### src/rtl/cart_pkg.sv
// rtl/cart_pkg.sv - shared mode encoding, strap codes, CCTL windows and OSS bank decode
package cart_pkg;

  typedef enum logic [2:0] {
    M_INIT,
    M_SDX,
    M_OSS043,
    M_OSS034,
    M_CAR16,
    M_XEGS,
    M_OFF
  } mode_e;

  localparam logic [2:0] CFG_CAR16  = 3'b000;
  localparam logic [2:0] CFG_OSS034 = 3'b001;
  localparam logic [2:0] CFG_OSS043 = 3'b010;
  localparam logic [2:0] CFG_SDX    = 3'b011;
  localparam logic [2:0] CFG_XEGS   = 3'b100;

  localparam logic [2:0] SDX_WIN      = 3'b111;
  localparam logic [7:0] XEGS_RB_ADDR = 8'hFF;

  // 043M and 034M differ only in which of banks 1/2 the two middle codes pick
  function automatic logic [1:0] oss_bank_dec(input logic is_043, input logic [3:0] a);
    logic [1:0] bank;
    if (a == 4'b0000) bank = 2'd0;
    else if (!a[3] && a[1:0] == 2'b11) bank = is_043 ? 2'd2 : 2'd1;
    else if (a == 4'b0100) bank = is_043 ? 2'd1 : 2'd2;
    else bank = 2'd3;
    return bank;
  endfunction

endpackage

### src/rtl/cart_addr_map.sv
// rtl/cart_addr_map.sv - combinational cartridge window to ROM address translation
module cart_addr_map
  import cart_pkg::*;
#(
  parameter int          ROM_AW      = 19,
  parameter int          SDX_BANK_W  = 4,
  parameter int          XEGS_BANK_W = 4,
  parameter int unsigned SDX_BASE    = 'h00000,
  parameter int unsigned OSS043_BASE = 'h20000,
  parameter int unsigned OSS034_BASE = 'h24000,
  parameter int unsigned CAR_BASE    = 'h28000,
  parameter int unsigned XEGS_BASE   = 'h40000
) (
  input  mode_e                  mode,
  input  logic                   rd4,
  input  logic                   rd5,
  input  logic                   s4_n,
  input  logic                   s5_n,
  input  logic [12:0]            cart_a,
  input  logic [SDX_BANK_W-1:0]  sdx_bank,
  input  logic [1:0]             oss_bank,
  input  logic [XEGS_BANK_W-1:0] xegs_bank,
  output logic [ROM_AW-1:0]      rom_a,
  output logic                   rom_sel
);

  logic sel4;
  logic sel5;
  logic [1:0] oss_sel;

  // both selects low is an illegal bus state and must not enable the ROM
  assign sel4    = rd4 & ~s4_n & s5_n;
  assign sel5    = rd5 & ~s5_n & s4_n;
  assign rom_sel = sel4 | sel5;
  assign oss_sel = cart_a[12] ? 2'b11 : oss_bank;

  always_comb begin
    rom_a = '0;
    if (rom_sel) begin
      case (mode)
        M_SDX: begin
          if (rd4)
            rom_a = sel4 ? ROM_AW'(CAR_BASE) + ROM_AW'(cart_a)
                         : ROM_AW'(CAR_BASE + 32'h2000) + ROM_AW'(cart_a);
          else
            rom_a = ROM_AW'(SDX_BASE) + ROM_AW'({sdx_bank, cart_a});
        end
        M_CAR16:
          rom_a = sel4 ? ROM_AW'(CAR_BASE) + ROM_AW'(cart_a)
                       : ROM_AW'(CAR_BASE + 32'h2000) + ROM_AW'(cart_a);
        M_OSS043: rom_a = ROM_AW'(OSS043_BASE) + ROM_AW'({oss_sel, cart_a[11:0]});
        M_OSS034: rom_a = ROM_AW'(OSS034_BASE) + ROM_AW'({oss_sel, cart_a[11:0]});
        M_XEGS:
          rom_a = sel4 ? ROM_AW'(XEGS_BASE) + ROM_AW'({xegs_bank, cart_a})
                       : ROM_AW'(XEGS_BASE) + ROM_AW'({{XEGS_BANK_W{1'b1}}, cart_a});
        default: rom_a = '0;
      endcase
    end
  end

endmodule

### src/rtl/cart_bank_ctrl.sv
// rtl/cart_bank_ctrl.sv - multi-personality cartridge banking: mode FSM, bank registers, bus outputs
module cart_bank_ctrl
  import cart_pkg::*;
#(
  parameter int          ROM_AW      = 19,
  parameter int          CFG_W       = 3,
  parameter int          SDX_BANK_W  = 4,
  parameter int          XEGS_BANK_W = 4,
  parameter int unsigned SDX_BASE    = 'h00000,
  parameter int unsigned OSS043_BASE = 'h20000,
  parameter int unsigned OSS034_BASE = 'h24000,
  parameter int unsigned CAR_BASE    = 'h28000,
  parameter int unsigned XEGS_BASE   = 'h40000
) (
  input  logic              phi2,
  input  logic              reset,
  input  logic [CFG_W-1:0]  cfg,
  input  logic [12:0]       cart_a,
  input  logic [7:0]        cart_d_in,
  input  logic              s4_n,
  input  logic              s5_n,
  input  logic              cctl_n,
  input  logic              r_w,
  input  logic [7:0]        rom_d_in,
  output logic              rd4,
  output logic              rd5,
  output logic [ROM_AW-1:0] rom_a,
  output logic              rom_ce_n,
  output logic              rom_oe_n,
  output logic [7:0]        cart_d_out,
  output logic              cart_d_oe,
  output logic              led_sdx,
  output logic              led_car
);

  mode_e                  mode_q, mode_d;
  logic                   rd4_q, rd4_d, rd5_q, rd5_d;
  logic [SDX_BANK_W-1:0]  sdx_bank_q, sdx_bank_d;
  logic [1:0]             oss_bank_q, oss_bank_d;
  logic [XEGS_BANK_W-1:0] xegs_bank_q, xegs_bank_d;
  logic                   cctl_wr, rb_hit, rom_sel;
  logic [7:0]             rb_data;
  logic                   unused_d;

  assign cctl_wr  = ~cctl_n & ~r_w;
  assign unused_d = ^cart_d_in;

  always_ff @(posedge phi2) begin
    if (reset) begin
      mode_q      <= M_INIT;
      rd4_q       <= 1'b0;
      rd5_q       <= 1'b0;
      sdx_bank_q  <= '1;
      oss_bank_q  <= '0;
      xegs_bank_q <= '0;
    end else begin
      mode_q      <= mode_d;
      rd4_q       <= rd4_d;
      rd5_q       <= rd5_d;
      sdx_bank_q  <= sdx_bank_d;
      oss_bank_q  <= oss_bank_d;
      xegs_bank_q <= xegs_bank_d;
    end
  end

  always_comb begin
    mode_d      = mode_q;
    rd4_d       = rd4_q;
    rd5_d       = rd5_q;
    sdx_bank_d  = sdx_bank_q;
    oss_bank_d  = oss_bank_q;
    xegs_bank_d = xegs_bank_q;
    case (mode_q)
      M_INIT: begin
        if (cfg == CFG_W'(CFG_CAR16)) begin
          mode_d = M_CAR16; rd4_d = 1'b1; rd5_d = 1'b1;
        end else if (cfg == CFG_W'(CFG_OSS034)) begin
          mode_d = M_OSS034; rd5_d = 1'b1;
        end else if (cfg == CFG_W'(CFG_OSS043)) begin
          mode_d = M_OSS043; rd5_d = 1'b1;
        end else if (cfg == CFG_W'(CFG_SDX)) begin
          mode_d = M_SDX; rd5_d = 1'b1;
        end else if (cfg == CFG_W'(CFG_XEGS)) begin
          mode_d = M_XEGS; rd4_d = 1'b1; rd5_d = 1'b1;
        end else begin
          mode_d = M_OFF;
        end
      end
      // SDX window stays live even when everything is switched off
      M_SDX: begin
        if (cctl_wr && cart_a[7:5] == SDX_WIN) begin
          if (!cart_a[3]) begin
            rd4_d      = 1'b0;
            rd5_d      = 1'b1;
            sdx_bank_d = SDX_BANK_W'({~cart_a[4], ~cart_a[2:0]});
          end else if (!cart_a[2]) begin
            rd4_d = 1'b1;
            rd5_d = 1'b1;
          end else begin
            rd4_d = 1'b0;
            rd5_d = 1'b0;
          end
        end
      end
      // rd5 low in OSS mode means permanently disabled until reset
      M_OSS043, M_OSS034: begin
        if (cctl_wr && rd5_q) begin
          if (cart_a[3]) rd5_d = 1'b0;
          else oss_bank_d = oss_bank_dec(mode_q == M_OSS043, cart_a[3:0]);
        end
      end
      M_XEGS: begin
        if (cctl_wr && cart_a[7:0] != XEGS_RB_ADDR) begin
          xegs_bank_d = cart_d_in[XEGS_BANK_W-1:0];
          rd4_d       = ~cart_d_in[7];
          rd5_d       = ~cart_d_in[7];
        end
      end
      default: ;
    endcase
  end

  cart_addr_map #(
    .ROM_AW     (ROM_AW),
    .SDX_BANK_W (SDX_BANK_W),
    .XEGS_BANK_W(XEGS_BANK_W),
    .SDX_BASE   (SDX_BASE),
    .OSS043_BASE(OSS043_BASE),
    .OSS034_BASE(OSS034_BASE),
    .CAR_BASE   (CAR_BASE),
    .XEGS_BASE  (XEGS_BASE)
  ) u_map (
    .mode     (mode_q),
    .rd4      (rd4_q),
    .rd5      (rd5_q),
    .s4_n     (s4_n),
    .s5_n     (s5_n),
    .cart_a   (cart_a),
    .sdx_bank (sdx_bank_q),
    .oss_bank (oss_bank_q),
    .xegs_bank(xegs_bank_q),
    .rom_a    (rom_a),
    .rom_sel  (rom_sel)
  );

  always_comb begin
    rb_data    = 8'(xegs_bank_q);
    rb_data[7] = ~rd5_q;
  end

  assign rb_hit     = (mode_q == M_XEGS) & ~cctl_n & r_w & (cart_a[7:0] == XEGS_RB_ADDR);
  assign rd4        = rd4_q;
  assign rd5        = rd5_q;
  assign rom_ce_n   = ~rom_sel;
  assign rom_oe_n   = ~rom_sel | ~r_w;
  assign cart_d_oe  = (phi2 & r_w & rom_sel) | rb_hit;
  assign cart_d_out = rb_hit ? rb_data : rom_d_in;
  assign led_sdx    = ~((mode_q == M_SDX) & rd5_q & ~rd4_q);
  assign led_car    = ~((mode_q == M_CAR16) | ((mode_q == M_SDX) & rd4_q) |
                        ((mode_q == M_XEGS) & rd5_q));

endmodule

### config.mk
export PLATFORM = sky130hd
export DESIGN_NAME = cart_bank_ctrl
export DESIGN_NICKNAME = d
export VERILOG_FILES = /design/src/rtl/cart_pkg.sv /design/src/rtl/cart_addr_map.sv /design/src/rtl/cart_bank_ctrl.sv
export SDC_FILE = /design/constraint.sdc
export NUM_CORES = 1
export LEC_CHECK = 0
export CORE_MARGIN = 3
export CORE_UTILIZATION = 42
export CTS_CLUSTER_SIZE = 30
export DETAILED_ROUTE_END_ITERATION = 8
export PLACE_DENSITY = 0.95
export RECOVER_POWER = 25
export SYNTH_ARGS = -nofsm -noshare
export SYNTH_HDL_FRONTEND = slang
export SYNTH_HIERARCHICAL = 1
export SYNTH_SLANG_ARGS = --single-unit
### constraint.sdc
create_clock -name phi2 -period 4.53 [get_ports phi2]
set_input_delay 1.1325 -clock phi2 [delete_from_list [all_inputs] [get_ports phi2]]
set_output_delay 1.1325 -clock phi2 [all_outputs]
set_load 0.02 [all_outputs]
=== Word-level counts from Yosys, hierarchy flattened ===
Cells that the tools add are included.

* Register bits: 15
* Bits in latches: 0
* Bits in writable memories: 0
* ROM bits: 0
* Input port bits: 38
* Memories kept: 0

* Add/subtract/negate cells: 6
* $mul: 0
* Div/mod/pow operators: 0
* Magnitude comparators: 0
* Eq/ne operators: 23
* Shifts and indexed selects: 0
* Multiplexer cells: 36
* Bitwise gates (word level): 32
* Reductions and logical operators: 16

{| class="wikitable"
|+ Operators with widths
! kind !! number
|-
| $pmux W19 S5 || 1
|-
| $mux W19 || 4
|-
| $add A18 B13 Y19 const A || 2
|-
| $add A18 B14 Y19 const A || 2
|-
| $add A19 B17 Y19 const A || 2
|-
| $mux W1 || 17
|-
| $and A1 B1 Y1 || 14
|-
| $mux W2 || 7
|-
| $eq A3 B2 Y1 const B || 4
|-
| $eq A3 B3 Y1 const B || 4
|-
| $mux W3 || 4
|-
| $ne A3 B3 Y1 const B || 4
|-
| $not A1 Y1 || 12
|-
| $eq A8 B8 Y1 const B || 1
|-
| $mux W8 || 1
|-
| $ne A2 B2 Y1 const B || 4
|-
| $ne A8 B8 Y1 const B || 1
|-
| $reduce_and A7 Y1 || 1
|-
| $eq A3 B1 Y1 const B || 2
|-
| $logic_not A3 Y1 || 2
|-
| $ne A6 B6 Y1 const B || 1
|-
| $reduce_and A3 Y1 || 2
|-
| $reduce_and A6 Y1 || 1
|-
| $or A1 B1 Y1 || 5
|-
| other kinds (12) || 15
|}

=== Depth between registers and ports, before layout ===
* Word-level depth: 7
* Depth in mapped cells: 5
* Gate-level depth less buffers: 4

=== Modules after synthesis ===
The synthesis kept the hierarchy.

{| class="wikitable"
|+ By module, submodules not included
! module !! instances !! cells each !! area an instance (sq um) !! seq. area each (sq um)
|-
| cart_bank_ctrl || 1 || 114 || 992.2 || 300.3
|-
| cart_addr_map || 1 || 50 || 319.1 || 0.0
|}

==> flow_metrics.tcl <==
set metrics [dict create \
    start_util_pct 46.0 \
    core_region_area_sq_mm 0.00285 \
    r2r-end "rd4" \
    wirelength_um 4020 \
    powerDensity_mw_per_mm2 211 \
    r2r_slack_ns 2.44 \
    grt-ovfl-total 0 \
    gp_congestion 0.882 \
    yosys.cell_count.top_type "nor2_1" \
    power_frac_clock_pct 27.5 \
    wire_per_inst_um 14.9 \
    synth_flop_cell "dfxtp_1" \
    internal-power_uw 288 \
    cts_setup_buffers 0 \
    drtPass1Iterations 4 \
    pwr-share-seq_pct 34.5 \
    startpoint_type "clock port" \
    clk_latency_ns 0.40 \
    placement.io_buffers 68 \
    grt_first_pass_wirelength_um 6420 \
    synth-simple-area-share_pct 33.7 \
    grt_setup_unrepaired "false" \
    grt_max_degree 25 \
    synth_edf_count 0 \
    vias 1509 \
    ys_seq_area_share_pct 22.9 \
    synth-xor-area-share_pct 0 \
    yosys.cell_types.count 53 \
    hold_viol 0 \
    dp_hpwl_um 3050 \
    power_frac_comb_pct 37.9 \
    syn_area_sq_mm 0.00131 \
    die_w_um 61.9 \
    antenna_found_initial 0 \
    viasPerCell 5.59 \
    synthTopCellsByCount "nor2_1 (18), dfxtp_1 (15), and2_1 (12), inv_1 (10)" \
    rows 19 \
    critPathCaptureType "output port" \
    timing.critical_path.required_ns 3.40 \
    drc 0 \
    drtIter0Drc 86 \
    r2r.worst_path.cells 4 \
    maxSlewHeadroom_pct -6.59 \
    setup_viol 0 \
    cts_tree "done" \
    io_pins 72 \
    n_antenna_cell 0 \
    finalMaxSlewViolations 6 \
    syn2layout_area_growth_pct 58.4 \
    synthArstFlopShare_pct 0 \
    r2r_start "mode_q[1]" \
    status "finished with violations" \
    ys_seq_elements 15 \
    die-area_sq_mm 0.00383 \
    finClkSkew_ns 0.00406 \
    drive_above_1_share_pct 12.1 \
    tightest_slew_ns 1.58 \
    hold_start "sdx_bank_q[3]" \
    switching_share_pct 34.2 \
    ant_nets 0 \
    switchingPower_uw 150 \
    yosys.area.top_type "dfxtp_1" \
    synth_top_family_by_area "simple AND/OR/NAND/NOR gates" \
    cp.arrival_ns 3.26 \
    yosys_warnings 6 \
    p_leak_uw 0.000874 \
    syn_nets 202 \
    clk_pin_slew_worst_paths_ns 0.09 \
    grt_util_all_layers_pct 22.2 \
    die_y_um 61.9 \
    violations "max-capacitance violations, max-slew violations" \
    grt_pass1_vias 1458 \
    finalSetupTns_ns 0 \
    synth_fa_ha_area_share_pct 0 \
    vdd_drop_max_v 0.000201 \
    synth_compound_gate_area_share_pct 25.9 \
    avgSynthCellArea_sq_um 8.00 \
    crit_fanout 2 \
    holdPathEnd "sdx_bank_q[3]" \
    fin_util_pct 72.8 \
    synthCells 164 \
    critPathKind "clock port to output port" \
    synth_mux_area_share_pct 11.2 \
    netlist.area_leader.share_pct 22.9 \
    hold_depth 2 \
    ys_top_cells_by_area "dfxtp_1 (23%), mux2i_1 (6.9%), and2_1 (5.7%), nor2_1 (5.2%), nand2b_1 (4.3%)" \
    hold_class "flip-flop to flip-flop" \
    cap_violations 1 \
    fin_nets 278 \
    p_total_uw 438 \
]
routing by layer:
metal | track usage, % | vias up | wire, um | share of wire, %
met4 | 6.97 | 0 | 17 | 0.42
met3 | 5.58 | 2 | 253 | 6.3
met2 | 37.4 | 60 | 2070 | 52
li1 | - | 743 | - | -
met1 | 27.8 | 704 | 1680 | 42
met5 | 0 | - | 0 | 0
cells in the final DEF (no fill, tap or decap), types with 4 or more instances in the layout:
cell type        synthesis  final
clkbuf_4                 0      6
dfxtp_1                 15     15
nand2_1                  4      4
mux2_2                   4      4
nor2_1                  18     18
nand3_1                  3      4
inv_1                   10     10
nand3b_1                 4      4
nand2b_1                 9      9
a21oi_1                  6      6
o21ai_0                  9      9
mux2i_1                  9      9
dlygate4sd3_1            0      4
buf_4                    1      6
a211oi_1                 4      4
nor2b_1                  8      8
and2_1                  12     12
dlymetal6s2s_1           0      5
clkdlybuf4s50_1          0     59
per-stage QoR:
step	std cells	hold slack (ns)	instance area, sq um	worst slack [ns]
final	270	0.494	2080	0.137
after global routing	270	0.535	2080	0.106
after CTS	270	0.497	2090	0.0564
after detailed placement	263	0.468	2040	0.0614
after global placement	263	0.457	2040	0.118
after floorplan	164	0.442	1310	0.814
worst max-delay path: stages:
cell,delay (ns)
clkbuf_4,0.11
clkbuf_4,0.12
a31o_2,0.23
clkdlybuf4s50_1,0.53
cells by family (layout without fill, tap and decap cells):
family / after synthesis / count (layout)
buf+inv: 18 / 93
simple gates: 74 / 74
compound gates: 43 / 43
mux: 14 / 14
flops: 15 / 15
worst max-delay path by stage:
| stage | startpoint | end | slack [ns] |
|---|---|---|---|
| final | phi2 | cart_d_oe | 0.14 |
| after global routing | phi2 | cart_d_oe | 0.11 |
| after CTS | cart_a[0] | cart_d_out[3] | 0.06 |
| after detailed placement | cart_a[0] | cart_d_out[3] | 0.06 |
| after global placement | cart_a[0] | cart_d_out[3] | 0.12 |
| after floorplan | s4_n | rom_a[16] | 0.81 |
power by group through the flow:
stage                     logic [uW]  registers, uW  clock network, uW
after CTS                        169            151                126
after global placement           165            154               2.52
after floorplan                 89.9            152               1.51
after detailed placement         168            154               2.52
after global routing             181            153                130
final                            166            151                121
sequential cells by signal, indices dropped and copies added, names as in the netlist:
name	flops
mode_q	3
xegs_bank_q	4
oss_bank_q	2
rd4	1
rd5	1
sdx_bank_q	4
cell type report:
class / count / area [sq um]
Clock inverter: 1 / 5.00
Multi-Input combinational cell: 131 / 905
Fill cell: 217 / 776
Sequential cell: 15 / 300
Inverter: 10 / 37.5
Tap cell: 31 / 38.8
Clock buffer: 7 / 55.1
Timing Repair Buffer: 75 / 736
what timing repair did:
| action | CTS | global route |
|---|---|---|
| hold buffers | 0 | 0 |
| resized for setup | 0 | 5 |
| setup endpoints to repair | 0 | 5 |
Power figures use the tool's default switching activity.
